==> src/rtl/motor_cmd_scheduler.sv <==
// Motor command scheduler: accepts rpm command vectors, slew-limits each channel toward its
// target once per PWM period, and owns arm/disarm sequencing plus the command-loss watchdog.
module motor_cmd_scheduler #(
    parameter int NUM_MOTORS      = 4,
    parameter int RPM_W           = 7,
    parameter int PERIOD          = 2**RPM_W,
    parameter int SLEW_STEP       = 8,
    parameter int ARM_PERIODS     = 4,
    parameter int TIMEOUT_PERIODS = 16
) (
    input  logic                        clk,
    input  logic                        resetn,
    input  logic                        cmd_valid,
    output logic                        cmd_ready,
    input  logic [NUM_MOTORS*RPM_W-1:0] cmd_rpm,
    input  logic                        arm,
    input  logic                        disarm,
    output logic [NUM_MOTORS*RPM_W-1:0] mot_rpm,
    output logic                        set,
    output logic                        armed,
    output logic                        failsafe
);
    localparam int CNT_W = $clog2(PERIOD);
    localparam int ARM_W = $clog2(ARM_PERIODS + 1);
    localparam int WD_W  = $clog2(TIMEOUT_PERIODS + 1);
    localparam logic [RPM_W-1:0] STEP = RPM_W'(SLEW_STEP);

    typedef enum logic [1:0] {S_DISARMED, S_ARMING, S_ARMED, S_FAILSAFE} state_t;

    state_t                               r_state;
    logic [CNT_W-1:0]                     r_period_cnt;
    logic [ARM_W-1:0]                     r_arm_cnt;
    logic [WD_W-1:0]                      r_wd_cnt;
    logic [NUM_MOTORS-1:0][RPM_W-1:0]     r_target;
    logic [NUM_MOTORS-1:0][RPM_W-1:0]     r_applied;
    logic                                 r_set;
    logic                                 r_armed;
    logic                                 r_failsafe;

    logic                                 w_boundary;
    logic                                 w_xfer;
    logic                                 w_hold_zero;
    logic [NUM_MOTORS-1:0][RPM_W-1:0]     w_tgt;
    logic [NUM_MOTORS-1:0][RPM_W-1:0]     w_up;
    logic [NUM_MOTORS-1:0][RPM_W-1:0]     w_dn;
    logic [NUM_MOTORS-1:0][RPM_W-1:0]     w_slew;

    assign w_boundary  = (r_period_cnt == CNT_W'(PERIOD - 1));
    assign cmd_ready   = resetn & (r_state != S_FAILSAFE);
    assign w_xfer      = cmd_valid & cmd_ready;
    // A disarm on a boundary edge already zeroes the outputs on that edge.
    assign w_hold_zero = disarm | (r_state == S_DISARMED) | (r_state == S_ARMING);

    // Per-channel slew: step toward the target by at most STEP, never past it.
    for (genvar k = 0; k < NUM_MOTORS; k++) begin : g_lane
        assign w_tgt[k]  = (r_state == S_FAILSAFE) ? '0 : r_target[k];
        assign w_up[k]   = w_tgt[k] - r_applied[k];
        assign w_dn[k]   = r_applied[k] - w_tgt[k];
        assign w_slew[k] = (w_tgt[k] > r_applied[k]) ? r_applied[k] + ((w_up[k] > STEP) ? STEP : w_up[k]) :
                           (w_tgt[k] < r_applied[k]) ? r_applied[k] - ((w_dn[k] > STEP) ? STEP : w_dn[k]) :
                           r_applied[k];
    end

    always_ff @(posedge clk or negedge resetn) begin
        if (!resetn) begin
            r_state      <= S_DISARMED;
            r_period_cnt <= '0;
            r_arm_cnt    <= '0;
            r_wd_cnt     <= '0;
            r_target     <= '0;
            r_applied    <= '0;
            r_set        <= 1'b0;
            r_armed      <= 1'b0;
            r_failsafe   <= 1'b0;
        end else begin
            r_period_cnt <= w_boundary ? '0 : r_period_cnt + 1'b1;
            r_set        <= w_boundary;
            if (w_boundary)
                r_applied <= w_hold_zero ? '0 : w_slew;

            if (disarm) begin
                r_state <= S_DISARMED;
                r_armed <= 1'b0;
            end else begin
                case (r_state)
                    S_DISARMED: begin
                        if (arm) begin
                            r_state    <= S_ARMING;
                            r_arm_cnt  <= '0;
                            r_failsafe <= 1'b0;
                        end
                    end
                    S_ARMING: begin
                        if (w_boundary) begin
                            if (r_arm_cnt == ARM_W'(ARM_PERIODS - 1)) begin
                                r_state  <= S_ARMED;
                                r_armed  <= 1'b1;
                                r_target <= '0;
                                r_wd_cnt <= '0;
                            end else begin
                                r_arm_cnt <= r_arm_cnt + 1'b1;
                            end
                        end
                    end
                    S_ARMED: begin
                        // A transfer beats a coincident timeout boundary.
                        if (w_xfer) begin
                            r_target <= cmd_rpm;
                            r_wd_cnt <= '0;
                        end else if (w_boundary) begin
                            if (r_wd_cnt == WD_W'(TIMEOUT_PERIODS - 1)) begin
                                r_state    <= S_FAILSAFE;
                                r_armed    <= 1'b0;
                                r_failsafe <= 1'b1;
                                r_target   <= '0;
                            end else begin
                                r_wd_cnt <= r_wd_cnt + 1'b1;
                            end
                        end
                    end
                    S_FAILSAFE: begin
                        if (w_boundary && w_slew == '0)
                            r_state <= S_DISARMED;
                    end
                    default: r_state <= S_DISARMED;
                endcase
            end
        end
    end

    assign mot_rpm  = r_applied;
    assign set      = r_set;
    assign armed    = r_armed;
    assign failsafe = r_failsafe;

endmodule

==> config.mk <==
export PLATFORM = sky130hd
export DESIGN_NAME = motor_cmd_scheduler
export DESIGN_NICKNAME = d
export VERILOG_FILES = /design/src/rtl/motor_cmd_scheduler.sv
export SDC_FILE = /design/constraint.sdc
export NUM_CORES = 1
export LEC_CHECK = 0
export CAP_MARGIN = 20
export CORE_MARGIN = 3
export CORE_UTILIZATION = 61
export DETAILED_ROUTE_END_ITERATION = 10
export PLACE_DENSITY = 0.92
export REMOVE_ABC_BUFFERS = 1
export SETUP_SLACK_MARGIN = 0.5
export SYNTH_ARGS = -nofsm -noshare
export SYNTH_HDL_FRONTEND = slang
export SYNTH_SLANG_ARGS = --single-unit
==> constraint.sdc <==
create_clock -name clk -period 8 [get_ports clk]
set_input_delay 0.8 -clock clk [delete_from_list [all_inputs] [get_ports clk]]
set_output_delay 0.8 -clock clk [all_outputs]
set_load 0.02 [all_outputs]
# After elaboration in Yosys (flattened, before gate mapping)
# Cells that the tools add are included.
[totals]
out_inout_bits = 32
reg_bits = 76
[classes]
muxes = 59
reduce_logical = 13
bitwise_logic = 5
addsub = 19
n_lt_le_gt_ge = 16
eq_ne = 24
[op_table]
columns = ["op", "n"]
rows = [
  ["2-to-1 mux 28 bit", 6],
  ["2-to-1 mux 7 bit", 21],
  ["subtractor 7 bit", 12],
  ["greater-than comparator 7 x 4 -> 1 bit, second input constant", 8],
  ["case mux 28 bit (2 select lines)", 1],
  ["adder 7 bit", 4],
  ["greater-than comparator 7 bit", 4],
  ["logical NOT 28 bit", 1],
  ["less-than comparator 7 bit", 4],
  ["2-to-1 mux 5 bit", 5],
  ["!= test 3 bit, second input constant", 8],
  ["AND reduction 6 bit", 4],
  ["2-to-1 mux 2 bit", 8],
  ["!= test 2 bit, second input constant", 7],
  ["2-to-1 mux 1 bit", 10],
  ["case mux 5 bit (2 select lines)", 1],
  ["2-to-1 mux 3 bit", 3],
  ["case mux 2 bit (4 select lines)", 1],
  ["adder 7 x 1 -> 7 bit, second input constant", 1],
  ["equality test 7 bit, second input constant", 1],
  ["AND reduction 7 bit", 1],
  ["!= test 3 x 2 -> 1 bit, second input constant", 2],
  ["case mux 3 bit (2 select lines)", 1],
  ["nonzero test 2 bit", 3],
  ["15 further kinds", 19],
]

# Longest topological paths before layout
[depth]
word_depth = 13
ltp_mapped = 25
mapped_depth_nobuf = 24

# Least setup slack after synthesis
# OpenSTA, ideal clock, no wires.
[synth_timing]
path_type = "reg-to-reg"
start = "register r_state[0]"
end = "register r_state[0]"
stages_incl_launch_ff = 26
arrival_time_ns = 5.669
setup_slack_ns = 2.206
path_buffers = 3
path_cell_list = "dfrtp_1 > ha_1 > clkbuf_1 > clkbuf_1 > nand2b_1 > inv_1 > ha_1 > clkbuf_1 > and3_1 > o21a_1 > or3_1 > a22oi_1 > nand2_1 > or4_1 > fa_1 > a211oi_1 > o21bai_1 > a21oi_1 > mux2i_1 > xnor2_1 > nand3_1 > or4b_1 > nor4_1 > o2111ai_1 > o31a_1 > mux2_4"
[synth_between]
elab_chain_cells = 12
[synth_rtl]
columns = ["element", "line_no", "rtl"]
rows = [
  ["from (decl)", "30", "state_t r_state;"],
  ["from (signal assigned)", "66", "r_state <= S_DISARMED;"],
  ["from (signal assigned)", "82", "r_state <= S_DISARMED;"],
  ["from (signal assigned)", "88", "r_state <= S_ARMING;"],
  ["equality test 2 bit", "56, 85", ""],
  ["2-to-1 mux 7 bit", "56", "assign w_tgt[k] = (r_state == S_FAILSAFE) ? '0 : r_target[k];"],
  ["subtractor 7 bit", "58", "assign w_dn[k] = r_applied[k] - w_tgt[k];"],
  ["greater-than comparator 7 x 4 -> 1 bit", "60", "(w_tgt[k] < r_applied[k]) ? r_applied[k] - ((w_dn[k] > STEP) ? STEP : w_dn[k]) :"],
  ["2-to-1 mux 7 bit", "60", ""],
  ["subtractor 7 bit", "60", ""],
  ["2-to-1 mux 7 bit", "60", ""],
  ["2-to-1 mux 7 bit", "59", "assign w_slew[k] = (w_tgt[k] > r_applied[k]) ? r_applied[k] + ((w_up[k] > STEP) ? STEP : w_up[k]) :"],
  ["logical NOT 28 bit", "122", "if (w_boundary && w_slew == '0)"],
  ["logical AND 1 bit", "122", ""],
  ["!= test 3 x 2 -> 1 bit (no line)", "n/a", ""],
  ["AND reduction 7 bit (no line)", "n/a", ""],
]
# Parallel ways exist; a longest one is shown, timed or not.
# A chain may end at the register's enable or synchronous reset.

# Worst setup path after layout
# Same ends and word-level chain as after synthesis.

==> run_summary.xml <==
<?xml version="1.0" encoding="UTF-8"?>
<metrics>
  <group name="status">
    <metric name="run_status" unit="">finished, final reports clean</metric>
  </group>
  <group name="pwr">
    <metric name="power_density" unit="nW/µm²">127</metric>
    <metric name="pwr-share-seq" unit="">0.329</metric>
    <metric name="p_leak" unit="nW">4.56</metric>
    <metric name="fin_total_pwr" unit="mW">1.27</metric>
    <metric name="power.switching_fraction" unit="">0.303</metric>
    <metric name="switchingPower" unit="mW">0.384</metric>
    <metric name="internal_power" unit="mW">0.883</metric>
    <metric name="power.clock.fraction" unit="">0.414</metric>
    <metric name="vdd_ir_drop_max" unit="mV">0.193</metric>
    <metric name="power.combinational.fraction" unit="">0.258</metric>
  </group>
  <group name="yosys">
    <metric name="gate_count_post_synth" unit="">1114</metric>
    <metric name="yosysWarningCount" unit="">0</metric>
    <metric name="synthFlopType" unit="">sky130_fd_sc_hd__dfrtp_1</metric>
    <metric name="yosysSeqAreaShare" unit="">0.217</metric>
    <metric name="yosys_register_bits" unit="">76</metric>
    <metric name="synthDominantCellAreaShare" unit="">0.217</metric>
    <metric name="post_synth_instance_area" unit="µm²">8760</metric>
    <metric name="synth_largest_area_cell" unit="">sky130_fd_sc_hd__dfrtp_1</metric>
    <metric name="async_flop_share" unit="">1.00</metric>
    <metric name="post_synth_main_area_contributors" unit="">sky130_fd_sc_hd__dfrtp_1 22%, sky130_fd_sc_hd__ha_1 15%, sky130_fd_sc_hd__nand2_1 5.8%, sky130_fd_sc_hd__o21ai_0 4.6%, sky130_fd_sc_hd__fa_1 3.7%</metric>
    <metric name="post_synth_num_cell_types" unit="">83</metric>
    <metric name="syn-mean-instance-area" unit="µm²">7.87</metric>
    <metric name="edff_count_synth" unit="">0</metric>
  </group>
  <group name="timing">
    <metric name="fin_skew" unit="ns">0.00859</metric>
    <metric name="setup_viol_count_final" unit="">0</metric>
    <metric name="tightestPinTransition" unit="ns">1.10</metric>
    <metric name="slew_violations" unit="">0</metric>
    <metric name="timing.max_slew.rel_slack" unit="">0.259</metric>
    <metric name="layout_worst_path_cycle_share" unit="">0.803</metric>
    <metric name="rsz0062_at_grt" unit="">no</metric>
    <metric name="fin_crit" unit="ns">6.42</metric>
    <metric name="hold_violations_final" unit="">0</metric>
    <metric name="timing.setup.tns" unit="ns">0</metric>
    <metric name="fmax" unit="MHz">156</metric>
  </group>
  <group name="worst_setup_path">
    <metric name="endpoint_kind" unit="">flop</metric>
    <metric name="worstReg2RegStart" unit="">r_state[0]</metric>
    <metric name="arrival" unit="ns">6.66</metric>
    <metric name="worst-endpoint-required" unit="ns">8.24</metric>
    <metric name="critical_path.startpoint_type" unit="">flop</metric>
    <metric name="worst-path-max-fanout" unit="">21</metric>
    <metric name="cp-startpoint" unit="">r_state[0]</metric>
    <metric name="path_class" unit="">flop to flop</metric>
  </group>
  <group name="detailed_routing">
    <metric name="final_antenna_net_count" unit="">0</metric>
    <metric name="avgRoutedWirePerCell" unit="µm">17.6</metric>
    <metric name="avgViaCountPerCell" unit="">6.36</metric>
    <metric name="drc_viols" unit="">0</metric>
    <metric name="first_pass_detailed_route_iteration_total" unit="">7</metric>
    <metric name="dr_total_vias" unit="">8617</metric>
    <metric name="drc_violation_total_after_the_first_tritonroute_iteration" unit="">1065</metric>
    <metric name="route.final.wire_length" unit="µm">23900</metric>
  </group>
  <group name="floorplanning">
    <metric name="dieArea" unit="µm²">15800</metric>
    <metric name="fp_rows" unit="">43</metric>
    <metric name="die_w" unit="µm">126</metric>
    <metric name="floorplan.initialDensity" unit="">0.626</metric>
    <metric name="i_o_pin_cnt" unit="">65</metric>
    <metric name="die_height" unit="µm">126</metric>
    <metric name="core_area" unit="µm²">14000</metric>
  </group>
  <group name="grt">
    <metric name="antenna_found_initial" unit="">0</metric>
    <metric name="via_count_of_the_first_global_routing_pass" unit="">8182</metric>
    <metric name="pin_count_of_the_biggest_net_entering_global_routing" unit="">57</metric>
    <metric name="total_routing_usage_gr" unit="">0.300</metric>
    <metric name="grt_overflow" unit="">0</metric>
    <metric name="global_route_wire_length_before_repair" unit="µm">39600</metric>
  </group>
  <group name="place">
    <metric name="hpwl" unit="µm">17600</metric>
    <metric name="cell_area_reported_after_detailed_placement" unit="µm²">9570</metric>
    <metric name="buffer_ports.inserted" unit="">64</metric>
    <metric name="routabilityCongestion" unit="">0.987</metric>
    <metric name="placed_cells_incl_taps" unit="">1338</metric>
  </group>
  <group name="layout">
    <metric name="nets" unit="">1325</metric>
    <metric name="most-common-layout-cells" unit="">135 x sky130_fd_sc_hd__nand2_1, 107 x sky130_fd_sc_hd__ha_1, 84 x sky130_fd_sc_hd__nor2_1, 80 x sky130_fd_sc_hd__o21ai_0, 77 x sky130_fd_sc_hd__inv_1</metric>
    <metric name="fill_cells" unit="">1037</metric>
    <metric name="count_of_antenna_diodes_in_the_layout" unit="">0</metric>
    <metric name="share_of_final_layout_standard_cells_stronger_than_drive_strength_1" unit="">0.0400</metric>
    <metric name="fin_cells" unit="">1354</metric>
    <metric name="design_area" unit="µm²">9940</metric>
    <metric name="areaGrowthSynthToFinish" unit="%">13.4</metric>
    <metric name="multi_input_combinational_cell_area" unit="µm²">6460</metric>
    <metric name="mostFrequentLayoutCell" unit="">sky130_fd_sc_hd__nand2_1</metric>
    <metric name="register_area" unit="µm²">1900</metric>
  </group>
  <group name="clocking">
    <metric name="clk_root_buffer_cell" unit="">sky130_fd_sc_hd__clkbuf_16</metric>
    <metric name="cts_buffers" unit="">9</metric>
    <metric name="post_cts_buffers" unit="">0</metric>
    <metric name="cts.sinks" unit="">76</metric>
    <metric name="tritoncts" unit="">built</metric>
    <metric name="clk-insertion-delay-late" unit="ns">0.35</metric>
    <metric name="h_tree_level_count" unit="">3</metric>
    <metric name="clock_tree.buffer_depth" unit="">2</metric>
    <metric name="worst_setup_hold_path_clk_slew" unit="ns">0.07</metric>
    <metric name="cts-resized-gates" unit="">0</metric>
    <metric name="cts_hold_buffers" unit="">0</metric>
  </group>
  <group name="run">
    <metric name="timing.max_cap.violations" unit="">0</metric>
  </group>
  <group name="worst_hold_path">
    <metric name="hp-class" unit="">primary input to async pin</metric>
  </group>
</metrics>
==> stage by stage <==
| stage | utilization | setup slack [ns] | hold WS [ns] |
|---|---|---|---|
| floorplan | - | 2.40 | 0.424 |
| global placement | 0.684 | 2.02 | 0.444 |
| detailed placement | 0.684 | 1.73 | 0.458 |
| CTS | 0.710 | 1.66 | 0.395 |
| global route | 0.710 | 1.16 | 0.410 |
| finish | 0.710 | 1.58 | 0.383 |
==> power groups by stage <==
stage,Clock [mW],Sequential (mW),Combinational [mW]
6_report,0.524,0.416,0.326
5_1_grt,0.538,0.418,0.361
4_1_cts,0.524,0.416,0.319
3_5_place_dp,0,0.422,0.314
3_3_place_gp,0,0.420,0.306
2_1_floorplan,0,0.421,0.220
==> routing by layer <==
layer,up-vias,part of all wire,GRT usage,routed length [µm]
met4,0,0.039,0.127,924
met3,93,0.085,0.0496,2040
li1,4056,-,-,-
met1,4018,0.42,0.406,10100
met2,450,0.45,0.478,10800
met5,-,0,0,0
==> synth_stat cells (6+ instances only) <==
cell                        number
sky130_fd_sc_hd__o211ai_1        7
sky130_fd_sc_hd__nand2b_1       46
sky130_fd_sc_hd__inv_1          77
sky130_fd_sc_hd__nor3_1         23
sky130_fd_sc_hd__nor2b_1        27
sky130_fd_sc_hd__nand4_1         8
sky130_fd_sc_hd__dfrtp_1        76
sky130_fd_sc_hd__buf_2           8
sky130_fd_sc_hd__or2_1           6
sky130_fd_sc_hd__and3_1         10
sky130_fd_sc_hd__o21a_1         11
sky130_fd_sc_hd__nor4_1         12
sky130_fd_sc_hd__o21ai_1        11
sky130_fd_sc_hd__xnor2_1        24
sky130_fd_sc_hd__ha_1          107
sky130_fd_sc_hd__nor2_1         84
sky130_fd_sc_hd__a211oi_1       17
sky130_fd_sc_hd__nand2_1       135
sky130_fd_sc_hd__fa_1           16
sky130_fd_sc_hd__mux2i_1        21
sky130_fd_sc_hd__or3_1          13
sky130_fd_sc_hd__clkbuf_1       29
sky130_fd_sc_hd__o22ai_1        16
sky130_fd_sc_hd__a21oi_1        56
sky130_fd_sc_hd__o2111ai_1       6
sky130_fd_sc_hd__nand3_1        25
sky130_fd_sc_hd__a31oi_1         8
sky130_fd_sc_hd__o21ai_0        81
sky130_fd_sc_hd__xor2_1         24
sky130_fd_sc_hd__a21o_1         20
sky130_fd_sc_hd__or2_2           9
==> final timing paths <==
check	slack, ns	endpoint	cells past startpoint
worst max-delay path	1.58	r_state[0]	23
worst min-delay path	0.38	r_target[23]	1
worst max register to register	1.58	r_state[0]	23
worst min register to register	0.47	r_period_cnt[0]	1
max in group asynchronous	6.62	mot_rpm[4]	2
min in group clk	0.47	r_period_cnt[0]	1
==> sequential cells by signal, summed over array words and instances (netlist names) <==
register      cells
armed             1
failsafe          1
mot_rpm          28
r_arm_cnt         3
r_period_cnt      7
r_state           2
r_target         28
r_wd_cnt          5
set               1
==> critical path: stages (launching register included) <==
cell and delay [ns]:
sky130_fd_sc_hd__dfrtp_1 0.43, sky130_fd_sc_hd__ha_1 0.38, sky130_fd_sc_hd__buf_4 0.36, sky130_fd_sc_hd__nand2b_1 0.17, sky130_fd_sc_hd__inv_1 0.05, sky130_fd_sc_hd__ha_1 0.41
sky130_fd_sc_hd__and3_1 0.24, sky130_fd_sc_hd__o21a_1 0.11, sky130_fd_sc_hd__or3_1 0.31, sky130_fd_sc_hd__a22oi_1 0.27, sky130_fd_sc_hd__nand2_1 0.16, sky130_fd_sc_hd__or4_1 0.52
sky130_fd_sc_hd__fa_1 0.46, sky130_fd_sc_hd__a211oi_1 0.23, sky130_fd_sc_hd__o21bai_1 0.11, sky130_fd_sc_hd__a21oi_1 0.17, sky130_fd_sc_hd__mux2i_1 0.11, sky130_fd_sc_hd__xnor2_1 0.24
sky130_fd_sc_hd__nand3_1 0.11, sky130_fd_sc_hd__or4b_1 0.50, sky130_fd_sc_hd__nor4_1 0.24, sky130_fd_sc_hd__o2111ai_1 0.15, sky130_fd_sc_hd__o31a_1 0.30, sky130_fd_sc_hd__mux2_4 0.30
==> logic make-up after synthesis <==
family                     Yosys count  share of synthesized area
DFF                                 76                      0.217
xor gates and xnor gates            48                     0.0480
adders and majority gates          123                      0.189
other                                2                   0.000857
AOI/OAI and AO/OA                  290                      0.214
and+or+nand+nor                    434                      0.249
muxes                               23                     0.0270
buffers and inverters              118                     0.0538
==> cell type report <==
cell class	instances	share of cell area
tap	180	0.0227
sequential	76	0.191
clock buffer	10	0.0240
multi-input combinational	934	0.650
inverter	77	0.0291
clock inverter	6	0.0135
timing repair buffer	71	0.0695
No activity file was read; power rests on OpenSTA's default activity.
